`config.mk`:
```
export PLATFORM = sky130hd
export DESIGN_NAME = mig_ctrl_wr
export DESIGN_NICKNAME = d
export VERILOG_FILES = /design/src/rtl/mig_ctrl_wr.sv
export SDC_FILE = /design/constraint.sdc
export NUM_CORES = 1
export LEC_CHECK = 0
export CAP_MARGIN = 20
export CORE_AREA = 2 2 141 143
export CTS_BUF_LIST = sky130_fd_sc_hd__clkbuf_8
export CTS_CLUSTER_SIZE = 25
export DETAILED_ROUTE_END_ITERATION = 7
export DIE_AREA = 0 0 143 145
export PLACE_DENSITY_LB_ADDON = 0.3
export SYNTH_ARGS = -nofsm -noshare
export SYNTH_HDL_FRONTEND = slang
export SYNTH_SLANG_ARGS = --single-unit
```
`constraint.sdc`:
```
create_clock -name ui_clk -period 6.17 [get_ports ui_clk]
set_clock_uncertainty 0.1 [all_clocks]
set_input_delay 0.617 -clock ui_clk [delete_from_list [all_inputs] [get_ports ui_clk]]
set_output_delay 0.617 -clock ui_clk [all_outputs]
set_load 0.005 [all_outputs]
```
`src/rtl/mig_ctrl_wr.sv`:
```
// mig_ctrl_wr: burst write engine for the MIG native user interface.
// Takes a (start address, beat count) request, pops user data through a
// first-word-fall-through strobe and drives the app/wdf write channels.
// Optional feature macro: MIG_WR_TIMEOUT_EN adds a stall watchdog and the
// wr_timeout status output.
module mig_ctrl_wr #(
  parameter int ADDR_W      = 28,
  parameter int DATA_W      = 128,
  parameter int LEN_W       = 16,
  parameter int ADDR_STEP   = 8,
  parameter int MAX_LEAD    = 4,
  parameter int TIMEOUT_CYC = 1024
) (
  input  logic                ui_clk,
  input  logic                rst,
  input  logic                wr_req,
  input  logic [ADDR_W-1:0]   wr_req_addr,
  input  logic [LEN_W-1:0]    wr_length,
  input  logic [DATA_W-1:0]   wr_data,
  output logic                wr_data_req,
  output logic                wr_busy,
  output logic                wr_done,
`ifdef MIG_WR_TIMEOUT_EN
  output logic                wr_timeout,
`endif
  output logic [ADDR_W-1:0]   app_wr_addr,
  output logic [2:0]          app_wr_cmd,
  output logic                app_wr_en,
  input  logic                app_rdy,
  output logic [DATA_W-1:0]   app_wdf_data,
  output logic                app_wdf_wren,
  output logic                app_wdf_end,
  output logic [DATA_W/8-1:0] app_wdf_mask,
  input  logic                app_wdf_rdy
);

  typedef enum logic [1:0] {
    ST_IDLE  = 2'd0,
    ST_WRITE = 2'd1,
    ST_DONE  = 2'd2
  } state_t;

  state_t              state_r;
  logic [LEN_W-1:0]    len_r;
  logic [LEN_W-1:0]    cnt_data_r;
  logic [LEN_W-1:0]    cnt_cmd_r;
  logic [ADDR_W-1:0]   addr_r;
  logic                busy_r;
  logic                done_r;

  logic [LEN_W-1:0]    lead_s;
  logic                wren_s;
  logic                cmd_en_s;
  logic                cmd_fire_s;
  logic                last_cmd_s;

`ifdef MIG_WR_TIMEOUT_EN
  localparam int STALL_W = $clog2(TIMEOUT_CYC + 1);
  logic [STALL_W-1:0]  stall_r;
  logic                timeout_r;
`endif

  // Channel enables: data may run ahead of commands by at most MAX_LEAD beats,
  // and a command is only offered for a beat the MIG has already taken.
  always_comb begin
    lead_s     = cnt_data_r - cnt_cmd_r;
    wren_s     = 1'b0;
    cmd_en_s   = 1'b0;
    cmd_fire_s = 1'b0;
    last_cmd_s = 1'b0;
    if (state_r == ST_WRITE) begin
      wren_s     = app_wdf_rdy && (cnt_data_r < len_r) && (lead_s < LEN_W'(MAX_LEAD));
      cmd_en_s   = (cnt_cmd_r < cnt_data_r);
      cmd_fire_s = cmd_en_s && app_rdy;
      last_cmd_s = cmd_fire_s && (cnt_cmd_r == (len_r - LEN_W'(1)));
    end else begin
      wren_s     = 1'b0;
      cmd_en_s   = 1'b0;
      cmd_fire_s = 1'b0;
      last_cmd_s = 1'b0;
    end
  end

  // Burst sequencer: request latch, beat/command counters, address walk, status.
  always_ff @(posedge ui_clk or posedge rst) begin
    if (rst) begin
      state_r    <= ST_IDLE;
      len_r      <= '0;
      cnt_data_r <= '0;
      cnt_cmd_r  <= '0;
      addr_r     <= '0;
      busy_r     <= 1'b0;
      done_r     <= 1'b0;
`ifdef MIG_WR_TIMEOUT_EN
      stall_r    <= '0;
      timeout_r  <= 1'b0;
`endif
    end else begin
      case (state_r)
        ST_IDLE: begin
          done_r <= 1'b0;
          if (wr_req && (wr_length != '0)) begin
            len_r      <= wr_length;
            addr_r     <= wr_req_addr;
            cnt_data_r <= '0;
            cnt_cmd_r  <= '0;
            busy_r     <= 1'b1;
            state_r    <= ST_WRITE;
`ifdef MIG_WR_TIMEOUT_EN
            stall_r    <= '0;
            timeout_r  <= 1'b0;
`endif
          end
        end
        ST_WRITE: begin
          if (wren_s) begin
            cnt_data_r <= cnt_data_r + LEN_W'(1);
          end
          if (cmd_fire_s) begin
            cnt_cmd_r <= cnt_cmd_r + LEN_W'(1);
            addr_r    <= addr_r + ADDR_W'(ADDR_STEP);
          end
          if (last_cmd_s) begin
            state_r <= ST_DONE;
            done_r  <= 1'b1;
          end
`ifdef MIG_WR_TIMEOUT_EN
          else if (wren_s || cmd_fire_s) begin
            stall_r <= '0;
          end else if (stall_r == STALL_W'(TIMEOUT_CYC - 1)) begin
            stall_r   <= stall_r + STALL_W'(1);
            timeout_r <= 1'b1;
            state_r   <= ST_DONE;
            done_r    <= 1'b1;
          end else begin
            stall_r <= stall_r + STALL_W'(1);
          end
`endif
        end
        ST_DONE: begin
          done_r     <= 1'b0;
          busy_r     <= 1'b0;
          cnt_data_r <= '0;
          cnt_cmd_r  <= '0;
          state_r    <= ST_IDLE;
`ifdef MIG_WR_TIMEOUT_EN
          stall_r    <= '0;
`endif
        end
        default: begin
          state_r    <= ST_IDLE;
          cnt_data_r <= '0;
          cnt_cmd_r  <= '0;
          busy_r     <= 1'b0;
          done_r     <= 1'b0;
        end
      endcase
    end
  end

  // The wdf handshake must follow app_wdf_rdy in the same cycle, so the
  // enables are decoded from registered state; everything else is a flop.
  assign wr_data_req  = wren_s;
  assign app_wdf_wren = wren_s;
  assign app_wdf_end  = wren_s;
  assign app_wdf_data = wr_data;
  assign app_wdf_mask = '0;
  assign app_wr_cmd   = 3'b000;
  assign app_wr_en    = cmd_en_s;
  assign app_wr_addr  = addr_r;
  assign wr_busy      = busy_r;
  assign wr_done      = done_r;
`ifdef MIG_WR_TIMEOUT_EN
  assign wr_timeout   = timeout_r;
`endif

endmodule

```
== Yosys cells after proc, flatten, opt, wreduce, memory -nomap -nowiden ==
Index checks and enable logic that the tools add are counted.

* Add/subtract/negate cells: 5
* Multipliers: 0
* Divide/modulo/power cells: 0
* Order comparisons: 3
* Eq/ne operators: 6
* Shift-type cells: 0
* Mux-type cells: 19
* Bitwise operators: 1
* Reduce and logical (&&, ||, !) cells: 14

{| class="wikitable"
|+ Operators with widths
! kind !! count
|-
| 16-bit one-hot mux with 2 select lines || 2
|-
| 28-bit 2-to-1 mux || 2
|-
| 28-bit one-hot mux with 2 select lines || 1
|-
| 16-bit 2-to-1 mux || 3
|-
| 16-bit by 1-bit adder with 16-bit output, second input constant || 2
|-
| 16-bit less-than comparator || 2
|-
| 28-bit by 4-bit adder with 28-bit output, second input constant || 1
|-
| 16-bit equality test || 1
|-
| 16-bit by 3-bit less-than comparator with 1-bit output, second input constant || 1
|-
| 16-bit nonzero test || 1
|-
| 16-bit by 1-bit subtractor with 16-bit output, second input constant || 1
|-
| 16-bit subtractor || 1
|-
| 2-bit AND reduction || 5
|-
| 2-bit != test, second input constant || 4
|-
| 1-bit 2-to-1 mux || 7
|-
| 1-bit logical AND || 5
|-
| 2-bit 2-to-1 mux || 2
|-
| 2-bit one-hot mux with 2 select lines || 1
|-
| 3-bit AND reduction || 1
|-
| 2-bit by 1-bit equality test with 1-bit output, second input constant || 1
|-
| 2-bit logical NOT || 1
|-
| 1-bit one-hot mux with 2 select lines || 1
|-
| 2-bit nonzero test || 1
|-
| 1-bit NOT || 1
|}

* Register bits: 80
* Latch bits: 0
* Memory bits (writable): 0
* ROM bits: 0
* Bits of input ports: 177
* Output and inout port bits: 181
* Logic and storage cells: 55
* Memories kept: 0

== Depth between registers and ports, before layout ==
* Depth in word-level cells: 6
* Mapped depth: 14
* Mapped depth without buffers: 10

== Worst setup path after synthesis ==
OpenSTA, ideal clock, no wires.

* Path kind: reg-to-output
* Start: register cnt_cmd_r[3]
* End: output port app_wdf_wren
* Arrival: 3.078 ns
* Setup slack: 2.375 ns
* Stages on the path, launching flop included: 12
* Path buffers: 2
* Cells stage by stage: dfrtp_1 > clkbuf_1 > inv_1 > ha_1 > a21oi_1 > o21ai_0 > o21ai_0 > mux2_2 > o311ai_0 > or4_1 > nor3_1 > buf_4

* Cells in the longest elaborated chain, start to end: 4

{| class="wikitable"
|+ Ends and longest elaborated chain
! what !! line !! source
|-
| from (decl) || 46 || <nowiki>logic [LEN_W-1:0] cnt_cmd_r;</nowiki>
|-
| from (signal assigned) || 120 || <nowiki>cnt_cmd_r <= cnt_cmd_r + LEN_W'(1);</nowiki>
|-
| 16-bit subtractor || 66 || <nowiki>lead_s = cnt_data_r - cnt_cmd_r;</nowiki>
|-
| 16-bit by 3-bit less-than comparator with 1-bit output || 72 || <nowiki>wren_s = app_wdf_rdy && (cnt_data_r < len_r) && (lead_s < LEN_W'(MAX_LEAD));</nowiki>
|-
| 1-bit logical AND || 72 ||
|-
| 1-bit 2-to-1 mux || 71 || <nowiki>if (state_r == ST_WRITE) begin</nowiki>
|-
| to (decl) || 31 || <nowiki>output logic app_wdf_wren,</nowiki>
|}

Every way passes these cells.

== Final worst setup path ==
Ends and elaborated chain as after synthesis.

==> impl_metrics.env <==
export IMPL_status="complete, no violations"
export IMPL_worstPathCellList="inv_1, ha_1, a21oi_1, o21ai_0, o21ai_0, mux2_2, o311ai_0, or4_1, nor3_1, buf_4, clkdlybuf4s50_1"
export IMPL_cpMostUsedCell="o21ai_0"
export IMPL_finalPower_uw=1080
export IMPL_period_share_pct=79.1
export IMPL_io_buffer_count=82
export IMPL_cp_depth=11
export IMPL_ant_nets=0
export IMPL_cts_resized=0
export IMPL_tightest_slew_ps=1020
export IMPL_grt_ovfl_total=0
export IMPL_postCtsSetupBuffers=0
export IMPL_syn_avg_cell_area_um2=8.16
export IMPL_area_growth_syn_to_layout_pct=4.01
export IMPL_ff2ff_path_depth=10
export IMPL_layout_min_cycle_time_ps=4880
export IMPL_crit_required_ps=5450
export IMPL_p_leak_uw=0.00322
export IMPL_gp_congestion=0.901
export IMPL_drtIter0Drc=518
export IMPL_layout_cells_most_common="clkdlybuf4s50_1"
export IMPL_whs_path_depth=1
export IMPL_grt_pass1_vias=5757
export IMPL_r2r_end="cnt_data_r[14]"
export IMPL_rsz0062_at_grt="false"
export IMPL_die_width_um=143
export IMPL_clock_sinks=80
export IMPL_synth_edf_count=0
export IMPL_num_antenna_cells=0
export IMPL_yosys_warnings=0
export IMPL_synth_top_flop_cell="dfrtp_1"
export IMPL_final_cell_mix="clkdlybuf4s50_1 (82), dfrtp_1 (80), a21oi_1 (69), nor2_1 (56), o21ai_0 (53)"
export IMPL_fillers=1961
export IMPL_holdBufCountCts=0
export IMPL_cap_violations=0
export IMPL_r2r_setup_slack_ps=2280
export IMPL_ys_seq_area_share_pct=27.5
export IMPL_ys_ff_latch=80
export IMPL_fin_tns_setup_ps=0
export IMPL_h_tree_depth=3
export IMPL_fmax_mhz=205
export IMPL_clock_latency_ps=350
export IMPL_wirelength_mm=19.6
export IMPL_synth_area_um2=7270
export IMPL_yosysUniqueCellTypes=71
export IMPL_power_density_nw_per_um2=142
export IMPL_cts_root_buf="clkbuf_8"
export IMPL_grt_pass1_wl_mm=31.2
export IMPL_synthArstFlopShare_pct=100
export IMPL_crit_family="compound AO/OA/AOI/OAI gates"
export IMPL_cts_tree="yes"
export IMPL_fp_dieArea_um2=20700
export IMPL_critical_path_class="reg2out"
export IMPL_antenna_found_initial=0
export IMPL_dr_pass1_iters=5
export IMPL_ir_worst_vdd_uv=120
export IMPL_critPathArrivalTime_ps=4160
export IMPL_r2r_start="cnt_cmd_r[3]"
export IMPL_endpoint_kind="primary output"
export IMPL_io_pin_count=358
export IMPL_core_um2=19200
export IMPL_critical_path_buf_inv_count=3
export IMPL_hold_class="reg2reg"
export IMPL_wl_per_cell_um=17.9
export IMPL_start_util_pct=37.9
export IMPL_die_y_um=145
export IMPL_cp_slowest_cell="or4_1"
export IMPL_vias=6077
export IMPL_path_clk_slew_ps=90
export IMPL_track_usage_pct=18.9
export IMPL_drive_above_1_share_pct=7.11
export IMPL_cp_max_fo=7
export IMPL_drcViolationCount=0
export IMPL_viasPerCell=5.55
export IMPL_final_max_slew_viol_count=0
export IMPL_slew_headroom_pct=31.8
export IMPL_setup_worst_path_end="app_wdf_wren"
export IMPL_clockBufferDepth=2
export IMPL_start_kind="register"
export IMPL_grt_max_degree=81
export IMPL_setup_worst_path_start="cnt_cmd_r[3]"
export IMPL_nNetsFinal=1038
export IMPL_hold_violations=0
export IMPL_synthCells=892
export IMPL_dp_hpwl_mm=15.1
export IMPL_placement_rows=51
export IMPL_cts_inserted_buffers=9
export IMPL_setup_viol=0
export IMPL_critPathMaxStageDelay_ps=600
state kept, by name, summed over array words and instances, names as in the netlist:
name,cells
cnt_data_r,16
wr_done,1
state_r,2
cnt_cmd_r,16
len_r,16
wr_busy,1
app_wr_addr,28
final cells by class:
class	count	area, µm²	area share [%]
Clock buffer	10	138	1.82
Inverter	47	178	2.35
Clock inverter	5	104	1.37
Multi-Input combinational cell	598	3910	51.7
Sequential cell	80	2000	26.5
Tap cell	265	332	4.38
Timing Repair Buffer	90	901	11.9
Yosys cell counts (all sizes together) (3+ instances only):
library cell    n  area [µm²]
nor2b           4        25.0
a32oi           3        26.3
o21a            9        67.6
a211oi          4        40.0
o31ai           9        67.6
mux2i          12         120
clkbuf         30         113
nand2b          9        56.3
and4            9        78.8
and3           16         100
nor3           15        75.1
nand3b          3        22.5
and2            4        25.0
a21oi          69         345
a31oi           4        25.0
ha             35         438
or4             9        71.3
a22o            4        35.0
o22ai          14        93.8
nor2           56         210
xor2            8        70.1
buf           155        1150
inv            47         176
o2111ai         3        26.3
dfrtp          80        2000
a2111oi         4        35.0
nor4           13        81.3
o21ai          54         270
nand3          29         145
a21o           11        82.6
o221ai          3        26.3
a2bb2oi         3        26.3
xnor2          21         184
nand4          22         138
nand2          52         195
or3            14        92.6
mux2           22         248
routing by layer:
metal  share of wire, %  up-vias  global-route usage, %
li1                   -     2917                      -
met1                 45     2845                   25.9
met2                 44      231                   27.3
met3                6.0       84                   3.30
met4                5.7        0                   11.7
met5                  0        -                      0
stage by stage:
stage / setup WS [ps] / std cells / hold WS (ps) / utilization, % / instance area (µm²)
floorplan: 2380 / 910 / 373 / - / 7340
global placement: 1780 / 1079 / 389 / 38.0 / 7300
detailed placement: 1730 / 1079 / 381 / 38.0 / 7300
CTS: 1300 / 1094 / 415 / 39.2 / 7540
global route: 1070 / 1095 / 449 / 39.4 / 7570
finish: 1290 / 1095 / 402 / 39.4 / 7570
logic make-up (layout without fill, tap and decap cells):
family / count (synthesis) / in the layout / share of synthesized area, %
flops: 80 / 80 / 27.5
fa+ha+maj: 35 / 35 / 6.02
xor+xnor: 29 / 29 / 3.49
other cells: 1 / 19 / 0.0516
buf+inv: 232 / 152 / 19.8
simple gates: 265 / 265 / 19.3
mux: 34 / 34 / 5.06
compound gates: 216 / 216 / 18.8
report_power, final:
group          switching [µW]  internal (µW)  leakage (µW)
logic                    26.6           38.7       0.00201
registers                4.86            527       0.00108
clock network             201            279      0.000123
how the worst min path moves through the flow:
stage                   start             end  slack, ps
2_1_floorplan         wr_done         wr_done        370
3_3_place_gp   app_wr_addr[0]  app_wr_addr[0]        390
3_5_place_dp          wr_done         wr_done        380
4_1_cts               wr_done         wr_done        420
5_1_grt        app_wr_addr[1]  app_wr_addr[1]        450
6_report              wr_done         wr_done        400
worst register-to-register path: stages (launching register included):
cell	delay [ps]
dfrtp_1	480
inv_1	180
ha_1	400
a21oi_1	120
o21ai_0	510
o21ai_0	310
a21boi_0	280
o22ai_2	210
or3_4	540
or4_1	530
a21oi_1	160
(Power assumes the default switching activity.)
